[src/rtl/pong_input_conditioner.sv]
// pong_input_conditioner: pad conditioning for the pong VGA core.
// Synchronises five raw pushbuttons, debounces each one with a tick-sampled
// saturating integrator with hysteresis, and drives registered debounced levels
// plus one-cycle press pulses. btn_press[4] doubles as the score_reset pulse.
// Optional build macro: PONG_OPPOSE_LOCKOUT_EN -- when defined, an up/down pair
// whose debounced states are both high is forced to 0 on btn_level.
module pong_input_conditioner #(
  parameter int CLK_HZ           = 25175000,
  parameter int TICK_HZ          = 1000,
  parameter int DEBOUNCE_SAMPLES = 8
) (
  input  logic       clk,
  input  logic       rst_n,
  input  logic [4:0] btn_raw,
  output logic [3:0] btn_level,
  output logic [4:0] btn_press,
  output logic       score_reset_pulse,
  output logic       tick
);

  localparam int TICK_DIV = CLK_HZ / TICK_HZ;
  localparam int TICK_W   = (TICK_DIV > 1) ? $clog2(TICK_DIV) : 1;
  localparam int CNT_W    = $clog2(DEBOUNCE_SAMPLES + 1);

  localparam logic [TICK_W-1:0] TICK_LAST = TICK_W'(TICK_DIV - 1);
  // tick is registered, so it is set one count early to line up with TICK_LAST
  localparam logic [TICK_W-1:0] TICK_PRE  = TICK_W'(TICK_DIV - 2);
  localparam logic [CNT_W-1:0]  CNT_MAX   = CNT_W'(DEBOUNCE_SAMPLES);
  localparam logic [CNT_W-1:0]  CNT_ZERO  = {CNT_W{1'b0}};
  localparam logic [CNT_W-1:0]  CNT_ONE   = CNT_W'(1);

  logic [4:0]        sync1_r;
  logic [4:0]        sync2_r;
  logic [TICK_W-1:0] tick_cnt_r;
  logic              tick_r;
  logic [CNT_W-1:0]  cnt_r     [5];
  logic [CNT_W-1:0]  cnt_nxt_s [5];
  logic [4:0]        d_r;
  logic [4:0]        d_nxt_s;
  logic [4:0]        d_prev_r;
  logic [3:0]        level_r;
  logic [3:0]        level_nxt_s;
  logic [4:0]        press_r;

  // Two-flop synchroniser on every raw pad
  always_ff @(posedge clk or negedge rst_n) begin
    if (!rst_n) begin
      sync1_r <= 5'b00000;
      sync2_r <= 5'b00000;
    end else begin
      sync1_r <= btn_raw;
      sync2_r <= sync1_r;
    end
  end

  // Sample-rate divider; tick_r is high while the counter sits at TICK_DIV-1
  always_ff @(posedge clk or negedge rst_n) begin
    if (!rst_n) begin
      tick_cnt_r <= {TICK_W{1'b0}};
      tick_r     <= 1'b0;
    end else begin
      if (tick_cnt_r == TICK_LAST) begin
        tick_cnt_r <= {TICK_W{1'b0}};
      end else begin
        tick_cnt_r <= tick_cnt_r + TICK_W'(1);
      end
      tick_r <= (tick_cnt_r == TICK_PRE);
    end
  end

  // Saturating integrator and hysteresis decision, evaluated only on ticks
  always_comb begin
    for (int i = 0; i < 5; i++) begin
      cnt_nxt_s[i] = cnt_r[i];
      d_nxt_s[i]   = d_r[i];
      if (tick_r) begin
        if (sync2_r[i] && (cnt_r[i] < CNT_MAX)) begin
          cnt_nxt_s[i] = cnt_r[i] + CNT_ONE;
        end else if (!sync2_r[i] && (cnt_r[i] > CNT_ZERO)) begin
          cnt_nxt_s[i] = cnt_r[i] - CNT_ONE;
        end else begin
          cnt_nxt_s[i] = cnt_r[i];
        end
        if (cnt_nxt_s[i] == CNT_MAX) begin
          d_nxt_s[i] = 1'b1;
        end else if (cnt_nxt_s[i] == CNT_ZERO) begin
          d_nxt_s[i] = 1'b0;
        end else begin
          d_nxt_s[i] = d_r[i];
        end
      end else begin
        cnt_nxt_s[i] = cnt_r[i];
        d_nxt_s[i]   = d_r[i];
      end
    end
  end

  // Integrator and debounced-state registers
  always_ff @(posedge clk or negedge rst_n) begin
    if (!rst_n) begin
      for (int i = 0; i < 5; i++) begin
        cnt_r[i] <= CNT_ZERO;
      end
      d_r <= 5'b00000;
    end else begin
      for (int i = 0; i < 5; i++) begin
        cnt_r[i] <= cnt_nxt_s[i];
      end
      d_r <= d_nxt_s;
    end
  end

  // Paddle level selection, with optional suppression of opposing pairs
  always_comb begin
    level_nxt_s = d_r[3:0];
`ifdef PONG_OPPOSE_LOCKOUT_EN
    if (d_r[1:0] == 2'b11) begin
      level_nxt_s[1:0] = 2'b00;
    end else begin
      level_nxt_s[1:0] = d_r[1:0];
    end
    if (d_r[3:2] == 2'b11) begin
      level_nxt_s[3:2] = 2'b00;
    end else begin
      level_nxt_s[3:2] = d_r[3:2];
    end
`endif
  end

  // Registered outputs: levels and rising-edge press pulses share one cycle
  always_ff @(posedge clk or negedge rst_n) begin
    if (!rst_n) begin
      d_prev_r <= 5'b00000;
      level_r  <= 4'b0000;
      press_r  <= 5'b00000;
    end else begin
      d_prev_r <= d_r;
      level_r  <= level_nxt_s;
      press_r  <= d_r & ~d_prev_r;
    end
  end

  assign btn_level         = level_r;
  assign btn_press         = press_r;
  assign score_reset_pulse = press_r[4];
  assign tick              = tick_r;

endmodule

[config.mk]
export PLATFORM = sky130hd
export DESIGN_NAME = pong_input_conditioner
export DESIGN_NICKNAME = d
export VERILOG_FILES = /design/src/rtl/pong_input_conditioner.sv
export SDC_FILE = /design/constraint.sdc
export NUM_CORES = 1
export LEC_CHECK = 0
export CELL_PAD_IN_SITES_DETAIL_PLACEMENT = 0
export CELL_PAD_IN_SITES_GLOBAL_PLACEMENT = 1
export CORE_ASPECT_RATIO = 0.6
export CORE_MARGIN = 2
export CORE_UTILIZATION = 52
export CTS_BUF_LIST = sky130_fd_sc_hd__clkbuf_4 sky130_fd_sc_hd__clkbuf_8
export DETAILED_ROUTE_END_ITERATION = 10
export GPL_TIMING_DRIVEN = 0
export PLACE_DENSITY = 0.95
export SYNTH_ARGS = -nofsm -noshare
export SYNTH_HDL_FRONTEND = slang
export SYNTH_SLANG_ARGS = --single-unit
export TNS_END_PERCENT = 30
[constraint.sdc]
create_clock -name clk -period 5.9 [get_ports clk]
set_clock_uncertainty 0.15 [all_clocks]
set_input_delay 1.18 -clock clk [delete_from_list [all_inputs] [get_ports clk]]
set_output_delay 1.18 -clock clk [all_outputs]
set_load 0.05 [all_outputs]
==> results by group <==
Logic synthesis
  – Synthesis warning total: 0
  – Number of synthesized flops with an enable pin: 0
  – Syn avg cell area: approximately 9.7 um^2
  – Ys async rst share: 100.0%
  – Mapped Area: approximately 3400 um^2
  – Seq/Total Area, Yosys: roughly 45%
  – #FFs+latches synth: 61
  – Top_reg_cell synth: dfrtp_1
  – Post-Syn Nets: 368
  – Cells after Synth: 348
  – Cell variety after synth: 56

Place
  – Routability cong.: 0.8790
  – Dpl hpwl: about 4500 um
  – I/O Buffers: 17
  – Placed cell area: 3656 um^2

CTS
  – Post-CTS Setup Bufs: 0
  – Clk sinks: 61
  – Num CTS Buffers: 9
  – Reg clk slew, reported paths: approximately 0.07 ns
  – H-tree lvl count: 3
  – CTS tree: yes
  – Clock Latency Late Sink: approximately 0.35 ns
  – Hold_buf cts: 0
  – CTS max path bufs: 2
  – Root buffer cell: clkbuf_8
  – CTS-repair resized insts: 0

Routing
  – Vias per cell: 5.560
  – DRC viols: 0
  – DRT antenna net count: 0
  – DRT Pass-1 Iters: 4
  – Final wirelength: slightly below 7000 um
  – Via count: between 2k and 3k
  – Initial DRC count: approximately 140
  – WL/cell: approximately 15 um

Floorplan
  – Starting density of the core: about 54%
  – Die width: ~110 um
  – I/O pin total: 18
  – Die Y: between 60 and 70 um
  – Core Box Area: slightly above 6000 um^2
  – Die area: about 7200 um^2
  – Rows: 22

Flow run
  – Max-cap violations: 0

Power
  – Switching Fraction: between 10% and 20%
  – VDD IR max: 150.2 uV
  – Internal power: roughly 740 uW
  – Combinational fraction of design power: ~3.6%
  – Pwr dens: between 200 and 250 nW/um^2
  – Tot Pwr: 917.6 uW
  – Clock power frac: about 50%
  – Net switching power: 182.0 uW
  – Reg power frac: roughly 46%
  – Leakage: approximately 1.8 nW

Timing
  – Normalized max-slew margin: a little over three fifths
  – RSZ-0062 raised after global routing: no
  – TNS Setup: 0 ns
  – Crit share post-route: between 50 and 60%
  – Final setup vio count: 0
  – Slew @ Worst Pin: between 0.5 and 0.6 ns
  – Fmax: 333.1 MHz
  – Final-report max-slew violation count: 0
  – Final Hold Vio Count: 0
  – Final min period: 3.002 ns

Global routing
  – Vias in the first global route: around 2.4k
  – Largest net degree at the start of global routing: 43
  – Overflow after GRT: 0
  – Global-route wire length before repair: 11870 um
  – Total track usage: between 20 and 25%
  – Initial antenna violation count: 0

Setup path
  – Top delay family on crit path: buffers and inverters
  – CP Class: flop to output port
  – CP arrival: ~1.7 ns
  – Worst Path Buf+Inv: 1
  – Critical path's slowest cell: clkdlybuf4s50_1
  – Worst Path Required: 4.57 ns
  – CP Launch Type: flop
  – Reg2Reg Depth: 8
  – Crit-path cells: clkdlybuf4s50_1
  – Worst setup EP type: output port
  – Worst-path fanout max: 6
  – Reg-to-reg endpoint: d_r[2]
  – Flop2flop setup slack: 3.25 ns
  – Crit Reg-Reg Startpoint: cnt_r[9]
  – Largest stage delay on the critical path: 0.85 ns

Hold path
  – Worst hold stages: 0
  – Min-delay worst type: flop to flop
  – Hold-critical path endpoint: sync2_r[3]
  – Hold_sp: sync1_r[3]

Cells and area
  – Fraction of layout cells with a size suffix above 1: around an eighth
  – Fillers: between 500 and 600
  – Design area: ~4000 um^2
  – Multi-input logic area: about 1600 um^2
  – Seq. cell area: 1526 um^2
  – Area Overhead vs Synth: 15.99%
  – Nets@finish: ~400
  – # diodes: 0

Run status
  – Status: complete, no violations
-- cells in the final DEF (no fill, tap or decap), types with 5 or more instances in the layout --
cell type / instances
a21oi_1: 17
a31oi_1: 6
and3_1: 8
buf_2: 7
buf_4: 5
buf_6: 5
clkbuf_1: 7
clkbuf_8: 10
clkdlybuf4s50_1: 16
dfrtp_1: 61
ha_1: 13
inv_1: 19
mux2i_1: 6
nand2_1: 26
nand2b_1: 5
nand3_1: 10
nor2_1: 28
nor2b_1: 9
nor3_1: 7
nor3b_1: 6
nor4_1: 7
o21ai_0: 22
xnor2_1: 13
xor2_1: 7
-- power by group through the flow --
| stage | combinational, mW | clock (mW) | sequential, mW |
|---|---|---|---|
| finish | 0.0333 | 0.461 | 0.423 |
| global route | 0.0377 | 0.496 | 0.423 |
| CTS | 0.0338 | 0.475 | 0.423 |
| detailed placement | 0.0335 | 0 | 0.431 |
| global placement | 0.0314 | 0 | 0.431 |
| floorplan | 0.0167 | 0 | 0.431 |
-- layer usage --
metal / vias up / GRT usage [%] / share of wire [%]
met5: - / 0 / 0
met4: 0 / 8.333 / 1.3
met3: 11 / 5.813 / 5.5
met2: 68 / 31.76 / 43
met1: 1237 / 31.23 / 51
li1: 1275 / - / -
-- how the worst max path moves through the flow --
stage,startpoint,endpoint,cells after the start
2_1_floorplan,cnt_r[9],d_r[2],8
3_3_place_gp,rst_n,tick_cnt_r[0],1
3_5_place_dp,tick,tick,1
4_1_cts,tick,tick,1
5_1_grt,tick,tick,1
6_report,tick,tick,1
-- logic make-up after synthesis --
group | Yosys count | share of synthesized area, %
AO/OA/AOI/OAI | 76 | 14.95
multiplexers | 9 | 2.788
flip-flops | 61 | 45.35
AND/OR/NAND/NOR | 125 | 19.81
adder cells (fa/ha/maj) | 13 | 4.833
XOR/XNOR | 20 | 5.205
buffers and inverters | 44 | 7.063
-- worst reg2reg max path, delay by kind of cell, from the launching register on --
family | cells | cell delay [ns]
AO/OA/AOI/OAI | 2 | 0.41
adder cells (fa/ha/maj) | 1 | 0.24
buffers and inverters | 2 | 0.64
flip-flops | 1 | 0.39
multiplexers | 1 | 0.15
AND/OR/NAND/NOR | 2 | 0.54
-- synthesized netlist by cell type (3+ instances only) --
| cell | instances | share of area, % |
|---|---|---|
| a21oi_1 | 17 | 2.5 |
| a221o_1 | 3 | 0.89 |
| a31oi_1 | 6 | 1.1 |
| and3_1 | 8 | 1.5 |
| buf_2 | 6 | 0.89 |
| buf_4 | 5 | 1.1 |
| buf_6 | 5 | 1.7 |
| clkbuf_1 | 7 | 0.78 |
| dfrtp_1 | 61 | 45 |
| ha_1 | 13 | 4.8 |
| inv_1 | 19 | 2.1 |
| mux2_2 | 3 | 1.0 |
| mux2i_1 | 6 | 1.8 |
| nand2_1 | 26 | 2.9 |
| nand2b_1 | 5 | 0.93 |
| nand3_1 | 10 | 1.5 |
| nand4_1 | 3 | 0.56 |
| nor2_1 | 28 | 3.1 |
| nor2b_1 | 9 | 1.7 |
| nor3_1 | 7 | 1.0 |
| nor3b_1 | 6 | 1.3 |
| nor4_1 | 7 | 1.3 |
| nor4b_1 | 3 | 0.78 |
| o21a_1 | 3 | 0.67 |
| o21ai_0 | 22 | 3.3 |
| xnor2_1 | 13 | 3.4 |
| xor2_1 | 7 | 1.8 |
-- sequential cells by signal, indices dropped and copies added, names as in the netlist --
| name | count |
|---|---|
| cnt_r | 20 |
| tick_cnt_r | 15 |
| btn_press | 5 |
| d_r | 5 |
| sync1_r | 5 |
| sync2_r | 5 |
| btn_level | 3 |
| d_prev_r | 2 |
| tick | 1 |
-- through the flow --
stage	setup slack [ns]	util, %	hold slack, ns	cells
after floorplan	3.491	-	0.1812	348
after global placement	1.571	58.79	0.1832	449
after detailed placement	3.241	59.03	0.1847	450
after CTS	2.846	63.03	0.1989	466
after global routing	2.821	63.03	0.2105	466
final	2.898	63.03	0.1967	466
-- area by class of cell --
type                       count  share of cell area, %
buffer                        25                  4.263
inverter                      19                  1.827
timing repair buffer          18                  4.744
multi-input combinational    243                  41.03
clock inverter                 4                  2.436
clock buffer                  12                  3.910
tap                           84                  2.692
sequential                    61                  39.10
Note: power is estimated with default switching activity, not from simulation.
